===== config.mk =====
export PLATFORM = sky130hd
export DESIGN_NAME = wb_arbiter
export DESIGN_NICKNAME = d
export VERILOG_FILES = /design/src/rtl/wb_arbiter.sv
export SDC_FILE = /design/constraint.sdc
export NUM_CORES = 1
export LEC_CHECK = 0
export CAP_MARGIN = 20
export CORE_ASPECT_RATIO = 0.6
export CORE_MARGIN = 2
export CORE_UTILIZATION = 40
export CTS_CLUSTER_DIAMETER = 200
export DETAILED_ROUTE_END_ITERATION = 10
export PLACE_DENSITY_LB_ADDON = 0.15
export SLEW_MARGIN = 20
export SYNTH_ARGS = -nofsm -noshare
export SYNTH_HDL_FRONTEND = slang
export SYNTH_SLANG_ARGS = --single-unit

===== constraint.sdc =====
create_clock -name CLK -period 3.3 [get_ports CLK]
set_clock_uncertainty 0.1 [all_clocks]
set_input_delay 0.495 -clock CLK [delete_from_list [all_inputs] [get_ports CLK]]
set_output_delay 0.495 -clock CLK [all_outputs]
set_load 0.005 [all_outputs]

===== src/rtl/wb_arbiter.sv =====
// Register-file write-port arbiter: the ALU result always wins the single
// write port, while loads are sign/zero-extended on entry and parked in a
// 2-entry FIFO that drains whenever the ALU leaves the port free.
module wb_arbiter (
    input  logic        CLK,
    input  logic        RST,
    input  logic        ALU_V,
    input  logic [4:0]  ALU_RD,
    input  logic [31:0] ALU_D,
    input  logic        LD_V,
    input  logic [4:0]  LD_RD,
    input  logic [2:0]  LD_F3,
    input  logic [1:0]  LD_OFF,
    input  logic [31:0] LD_D,
    output logic        LD_RDY,
    output logic [4:0]  AW,
    output logic [31:0] D,
    output logic        WE,
    output logic [1:0]  CNT
);

    // Load funct3 encodings that need extraction; everything else passes the word through.
    localparam logic [2:0] F3_LB  = 3'b000;
    localparam logic [2:0] F3_LH  = 3'b001;
    localparam logic [2:0] F3_LBU = 3'b100;
    localparam logic [2:0] F3_LHU = 3'b101;

    logic [1:0]  r_cnt;
    logic        r_wptr;
    logic        r_rptr;
    logic [4:0]  r_fifo_rd [0:1];
    logic [31:0] r_fifo_d  [0:1];
    logic [4:0]  r_aw;
    logic [31:0] r_d;
    logic        r_we;

    logic        w_ld_rdy;
    logic        w_alu_req;
    logic        w_enq;
    logic        w_deq;
    logic [7:0]  w_byte;
    logic [15:0] w_half;
    logic [31:0] w_ld_data;

    // Rd=0 writes are architecturally void, so they never count as requests.
    assign w_ld_rdy  = (r_cnt < 2'd2);
    assign w_alu_req = ALU_V && (ALU_RD != 5'd0);
    assign w_enq     = LD_V && w_ld_rdy && (LD_RD != 5'd0);
    assign w_deq     = !w_alu_req && (r_cnt != 2'd0);

    // Select the addressed byte/halfword of the raw load word and extend it.
    always_comb begin
        // NOTE: every combinational output gets a default first so no path leaves it unassigned (which would infer a latch).
        w_byte    = LD_D[7:0];
        w_half    = LD_OFF[1] ? LD_D[31:16] : LD_D[15:0];
        w_ld_data = LD_D;
        case (LD_OFF)
            2'd1:    w_byte = LD_D[15:8];
            2'd2:    w_byte = LD_D[23:16];
            2'd3:    w_byte = LD_D[31:24];
            default: w_byte = LD_D[7:0];
        endcase
        case (LD_F3)
            F3_LB:   w_ld_data = {{24{w_byte[7]}}, w_byte};
            F3_LBU:  w_ld_data = {24'd0, w_byte};
            F3_LH:   w_ld_data = {{16{w_half[15]}}, w_half};
            F3_LHU:  w_ld_data = {16'd0, w_half};
            default: w_ld_data = LD_D;
        endcase
    end

    // FIFO pointers and occupancy; a simultaneous enqueue and dequeue leaves the count alone.
    always_ff @(posedge CLK or posedge RST) begin
        if (RST) begin
            r_cnt  <= 2'd0;
            r_wptr <= 1'b0;
            r_rptr <= 1'b0;
        end else begin
            // NOTE: state registers use non-blocking assignment so every flop samples pre-edge values.
            if (w_enq) r_wptr <= ~r_wptr;
            if (w_deq) r_rptr <= ~r_rptr;
            case ({w_enq, w_deq})
                2'b10:   r_cnt <= r_cnt + 2'd1;
                2'b01:   r_cnt <= r_cnt - 2'd1;
                default: r_cnt <= r_cnt;
            endcase
        end
    end

    // FIFO storage written at enqueue with the already-extracted data.
    always_ff @(posedge CLK) begin
        // NOTE: payload storage is deliberately not reset; r_cnt gates every read, so stale entries are never visible.
        if (w_enq) begin
            r_fifo_rd[r_wptr] <= LD_RD;
            r_fifo_d[r_wptr]  <= w_ld_data;
        end
    end

    // Registered write port: ALU first, then FIFO head; AW/D hold when idle.
    always_ff @(posedge CLK or posedge RST) begin
        if (RST) begin
            r_aw <= 5'd0;
            r_d  <= 32'd0;
            r_we <= 1'b0;
        end else if (w_alu_req) begin
            r_aw <= ALU_RD;
            r_d  <= ALU_D;
            r_we <= 1'b1;
        end else if (w_deq) begin
            r_aw <= r_fifo_rd[r_rptr];
            r_d  <= r_fifo_d[r_rptr];
            r_we <= 1'b1;
        end else begin
            r_we <= 1'b0;
        end
    end

    assign LD_RDY = w_ld_rdy;
    assign AW     = r_aw;
    assign D      = r_d;
    assign WE     = r_we;
    assign CNT    = r_cnt;

endmodule


Word level (Yosys, flattened, before mapping)
Memories as Yosys holds them, arrays and structs flattened.
Cells that the tools add are included.
{"block": "totals", "regBits": 42, "ramBits": 74, "in_bits": 83, "output_inout_bits": 41, "wordCells": 44, "memories": 2}
{"block": "classes", "addsub": 2, "order_cmp": 1, "n_eq_ne": 8, "muxes": 12, "n_bitwise": 2, "reduce_logical": 11}
{"memory": "r_fifo_d", "words": 2, "width": 32, "rd": 1, "rd_clocked_by_memory_dff": 0, "wr": 1, "line_no": "32", "rtl": "logic [31:0] r_fifo_d [0:1];"}
{"memory": "r_fifo_rd", "words": 2, "width": 5, "rd": 1, "rd_clocked_by_memory_dff": 0, "wr": 1, "line_no": "31", "rtl": "logic [4:0] r_fifo_rd [0:1];"}
{"operator": "$pmux W32 S4", "count": 1}
{"operator": "$mux W32", "count": 2}
{"operator": "$pmux W8 S3", "count": 1}
{"operator": "$mux W16", "count": 1}
{"operator": "$mux W5", "count": 2}
{"operator": "$reduce_bool A5 Y1", "count": 2}
{"operator": "$eq A2 B2 Y1 const B", "count": 3}
{"operator": "$eq A3 B3 Y1 const B", "count": 2}
{"operator": "$reduce_bool A2 Y1", "count": 3}
{"operator": "$eq A2 B1 Y1 const B", "count": 2}
{"operator": "$logic_and A1 B1 Y1", "count": 4}
{"operator": "$mux W1", "count": 4}
{"operator": "$pmux W2 S2", "count": 1}
{"operator": "$eq A3 B1 Y1 const B", "count": 1}
{"operator": "$logic_not A3 Y1", "count": 1}
{"operator": "$add A2 B1 Y2 const B", "count": 1}
{"operator": "$lt A2 B2 Y1 const B", "count": 1}
{"operator": "$not A1 Y1", "count": 2}
{"operator": "$sub A2 B1 Y2 const B", "count": 1}
{"operator": "$logic_not A1 Y1", "count": 1}

Longest topological paths before layout
{"block": "depth", "word_depth": 6, "depth_mapped": 8}

Worst setup path after synthesis
No wires, ideal clock.
{"block": "synth_path", "kind": "input -> register", "start": "in LD_RD[3]", "end": "mem r_fifo_d[0][0], enable pin", "arrival_ps": 2296, "t_required_ps": 2769, "slack_ps": 473, "stages": 3, "n_path_buf": 0, "cell_sequence": "or4_1 -> o211ai_2 -> nor2_1"}
{"block": "synth_between", "elab_chain_len": 4}
{"element": "from (decl)", "line_no": "11", "rtl": "input logic [4:0] LD_RD,"}
{"element": "$reduce_bool A5 Y1", "line_no": "48", "rtl": "assign w_enq = LD_V && w_ld_rdy && (LD_RD != 5'd0);"}
{"element": "$logic_and A1 B1 Y1", "line_no": "48"}
{"element": "$mux W1", "line_no": "93", "rtl": "if (w_enq) begin"}
{"element": "$mux W1 (implied by the code)", "line_no": "95", "rtl": "r_fifo_d[r_wptr] <= w_ld_data;"}
{"element": "to (decl)", "line_no": "32"}
No other way between the ends.

Worst setup path in the final report
{"block": "layout_path", "start": "in LD_OFF[1]", "end": "mem r_fifo_d[1][30], data pin"}
{"block": "layout_between", "elab_chain_len": 3, "word_cells_on_any_way": 6, "classes_between": "eq/ne (3); mux (3)"}
{"element": "from (decl)", "line_no": "13", "rtl": "input logic [1:0] LD_OFF,"}
{"element": "$eq A2 B2 Y1 or $eq A2 B1 Y1 (tied branches)", "line_no": "57", "rtl": "case (LD_OFF)"}
{"element": "$pmux W8 S3", "line_no": "57"}
{"element": "$pmux W32 S4 *", "line_no": "63", "rtl": "case (LD_F3)"}
{"element": "named net w_ld_data[30]", "line_no": "43", "rtl": "logic [31:0] w_ld_data;"}
Mark *: on every way through the listed nets, which the timed path passes. The rest lies on a longest branch.

==> results.sh <==
export IMPL_status="finished, final reports clean"
export IMPL_worstSkewPairLatency_ns=0.40
export IMPL_cp_start_kind="input port"
export IMPL_grt_pass1_vias=3970
export IMPL_ys_warn_count=0
export IMPL_numCtsBuffers=17
export IMPL_required_ns=3.29
export IMPL_num_rows=32
export IMPL_start_util_pct=41.3
export IMPL_max_freq_mhz=410
export IMPL_num_antenna_cells=0
export IMPL_post_route_util_pct=57.1
export IMPL_io_pins=124
export IMPL_grt_ovfl_total=0
export IMPL_worst_setup_path_type="input port to flip-flop"
export IMPL_num_vias=3870
export IMPL_layout_min_cycle_time_ns=2.44
export IMPL_grt_pass1_wl_mm=21.1
export IMPL_drt_wl_total_mm=13.2
export IMPL_slew_violations=0
export IMPL_coreArea_sq_mm=0.0129
export IMPL_area_growth_pct=38.3
export IMPL_max_cap_viol_count=0
export IMPL_rsz0062_at_grt="no"
export IMPL_slew_headroom_pct=41.2
export IMPL_syn_nets=546
export IMPL_avgViaCountPerCell=5.05
export IMPL_tightest_slew_ns=0.879
export IMPL_grt_max_degree=46
export IMPL_finalSetupTns_ns=0
export IMPL_cts_root_buf="clkbuf_16"
export IMPL_hold_class="flip-flop to flip-flop"
export IMPL_hpwl_mm=9.13
export IMPL_port_buffers=123
export IMPL_cts_resized=0
export IMPL_hold_buffers=0
export IMPL_synthCells=462
export IMPL_end_kind="flip-flop"
export IMPL_firstDrtPassIters=4
export IMPL_track_usage_pct=19.4
export IMPL_crit_arrival_ns=2.44
export IMPL_yosysUniqueCellTypes=31
export IMPL_drc=0
export IMPL_antenna_found_initial=0
export IMPL_h_tree_depth=4
export IMPL_min_period_over_period_pct=74.0
export IMPL_yosysSeqAreaShare_pct=61.3
export IMPL_die_w_um=153
export IMPL_ant_nets=0
export IMPL_cts_sinks=116
export IMPL_syn_area_per_cell_sq_um=11.6
export IMPL_p_leak_nw=2.92
export IMPL_layout_drive_gt1_share_pct=14.6
export IMPL_max_vdd_ir_drop_mv=0.435
export IMPL_finalHoldViolCount=0
export IMPL_cts_tree="yes"
export IMPL_die_area_sq_mm=0.0143
export IMPL_final_nets=667
export IMPL_max_clock_path_buffers=2
export IMPL_setup_viol=0
export IMPL_gp_congestion=0.870
export IMPL_power_density_mw_per_mm2=790
export IMPL_synth_seq_cells=116
export IMPL_drtIter0Drc=207
export IMPL_post_cts_buffers=0
export IMPL_netlist_area_sq_mm=0.00534
export IMPL_die_h_um=93.5
export IMPL_path_clk_slew_ns=0.05
export IMPL_worstPathMaxFanout=16
export IMPL_wl_per_cell_um=17.3
-- cell usage after synthesis (all sizes together) --
library cell | count | area share [%]
nand2 | 81 | 5.7
edfxtp | 74 | 42
a21oi | 50 | 4.7
nor2 | 48 | 3.5
o21ai | 48 | 6.5
dfrtp | 42 | 20
mux2i | 39 | 7.3
buf | 17 | 2.5
clkbuf | 13 | 0.91
a22oi | 9 | 1.3
mux2 | 8 | 1.7
nor2b | 7 | 0.82
inv | 6 | 0.42
xnor2 | 4 | 0.66
or4 | 3 | 0.42
nand3b | 2 | 0.28
o211ai | 2 | 0.47
a211oi | 1 | 0.14
a31oi | 1 | 0.12
and3 | 1 | 0.12
ha | 1 | 0.23
nand2b | 1 | 0.26
nor4b | 1 | 0.16
o21a | 1 | 0.14
o21bai | 1 | 0.14
xor2 | 1 | 0.16
-- flip-flops by register name, indices dropped and copies added, names as in the netlist --
signal and cells:
CNT 2, D 32, WE 1, AW 5, r_wptr 1, r_fifo_d 64, r_fifo_rd 10, r_rptr 1
-- stage by stage --
stage	power [mW]	hold slack, ns	area (sq um)	setup slack [ns]	instances
finish	5.83	0.408	7380	0.859	766
global route	6.17	0.439	7380	0.778	766
CTS	5.87	0.410	7340	0.911	764
detailed placement	3.92	0.390	6710	0.506	732
global placement	3.88	0.394	6710	0.553	732
floorplan	3.15	0.368	5340	0.473	462
-- final cells by class --
cell class / instances / area, sq um
repair buffers: 132 / 1360
multi-input cells: 310 / 1890
inverters: 6 / 22.5
fillers: 1074 / 5550
clock buffers: 17 / 425
clock inverters: 15 / 203
well taps: 170 / 213
flip-flops and latches: 116 / 3270
-- logic make-up after synthesis --
logic type / count (synthesis) / synth area share [%]
compound gates: 113 / 13.5
fa+ha+maj: 1 / 0.234
buf+inv: 36 / 3.84
flops: 116 / 61.3
simple gates: 144 / 11.3
mux: 47 / 9.00
xor+xnor: 5 / 0.820
-- power by group --
part | total (mW) | internal [mW] | switching [mW]
Combinational | 1.82 | 0.880 | 0.938
Sequential | 2.09 | 1.93 | 0.158
Clock | 1.93 | 1.27 | 0.662
-- routing by layer --
layer	GRT usage [%]	vias to the layer above	part of all wire, %
met5	0	-	0
li1	-	1894	-
met1	27.5	1846	50
met4	5.86	0	1.2
met2	28.9	115	43
met3	5.79	15	6.1
-- worst max-delay path: stages --
cell and delay (ns):
clkdlybuf4s50_1 0.60, mux2_2 0.39, o211ai_2 0.72, nand2_1 0.22
-- worst paths after layout --
path | slack [ns] | to | cells past startpoint | startpoint
setup / recovery | 0.86 | r_fifo_d[1][30] | 4 | LD_OFF[1]
hold / removal | 0.41 | r_rptr | 1 | r_rptr
setup reg to reg | 1.31 | r_fifo_d[1][11] | 4 | CNT[1]
hold reg to reg | 0.41 | r_rptr | 1 | r_rptr
max in group asynchronous | 1.98 | D[23] | 3 | RST
min in group asynchronous | 0.44 | AW[3] | 2 | RST
-- placed cells by master (no fill, tap or decap), types with 4 or more instances in the layout --
cell type	Yosys	routed
a21oi_1	50	50
a22oi_1	9	9
buf_4	0	5
bufinv_16	0	4
clkbuf_16	0	17
clkdlybuf4s50_1	0	123
clkinvlp_4	0	4
dfrtp_1	42	41
edfxtp_1	74	74
inv_1	6	5
mux2_2	8	8
mux2i_1	39	39
nand2_1	81	81
nor2_1	47	44
nor2_4	1	4
nor2b_1	7	7
o21ai_0	11	11
o21ai_1	8	8
o21ai_2	29	29
xnor2_1	4	4
Power figures use the tool's default switching activity.
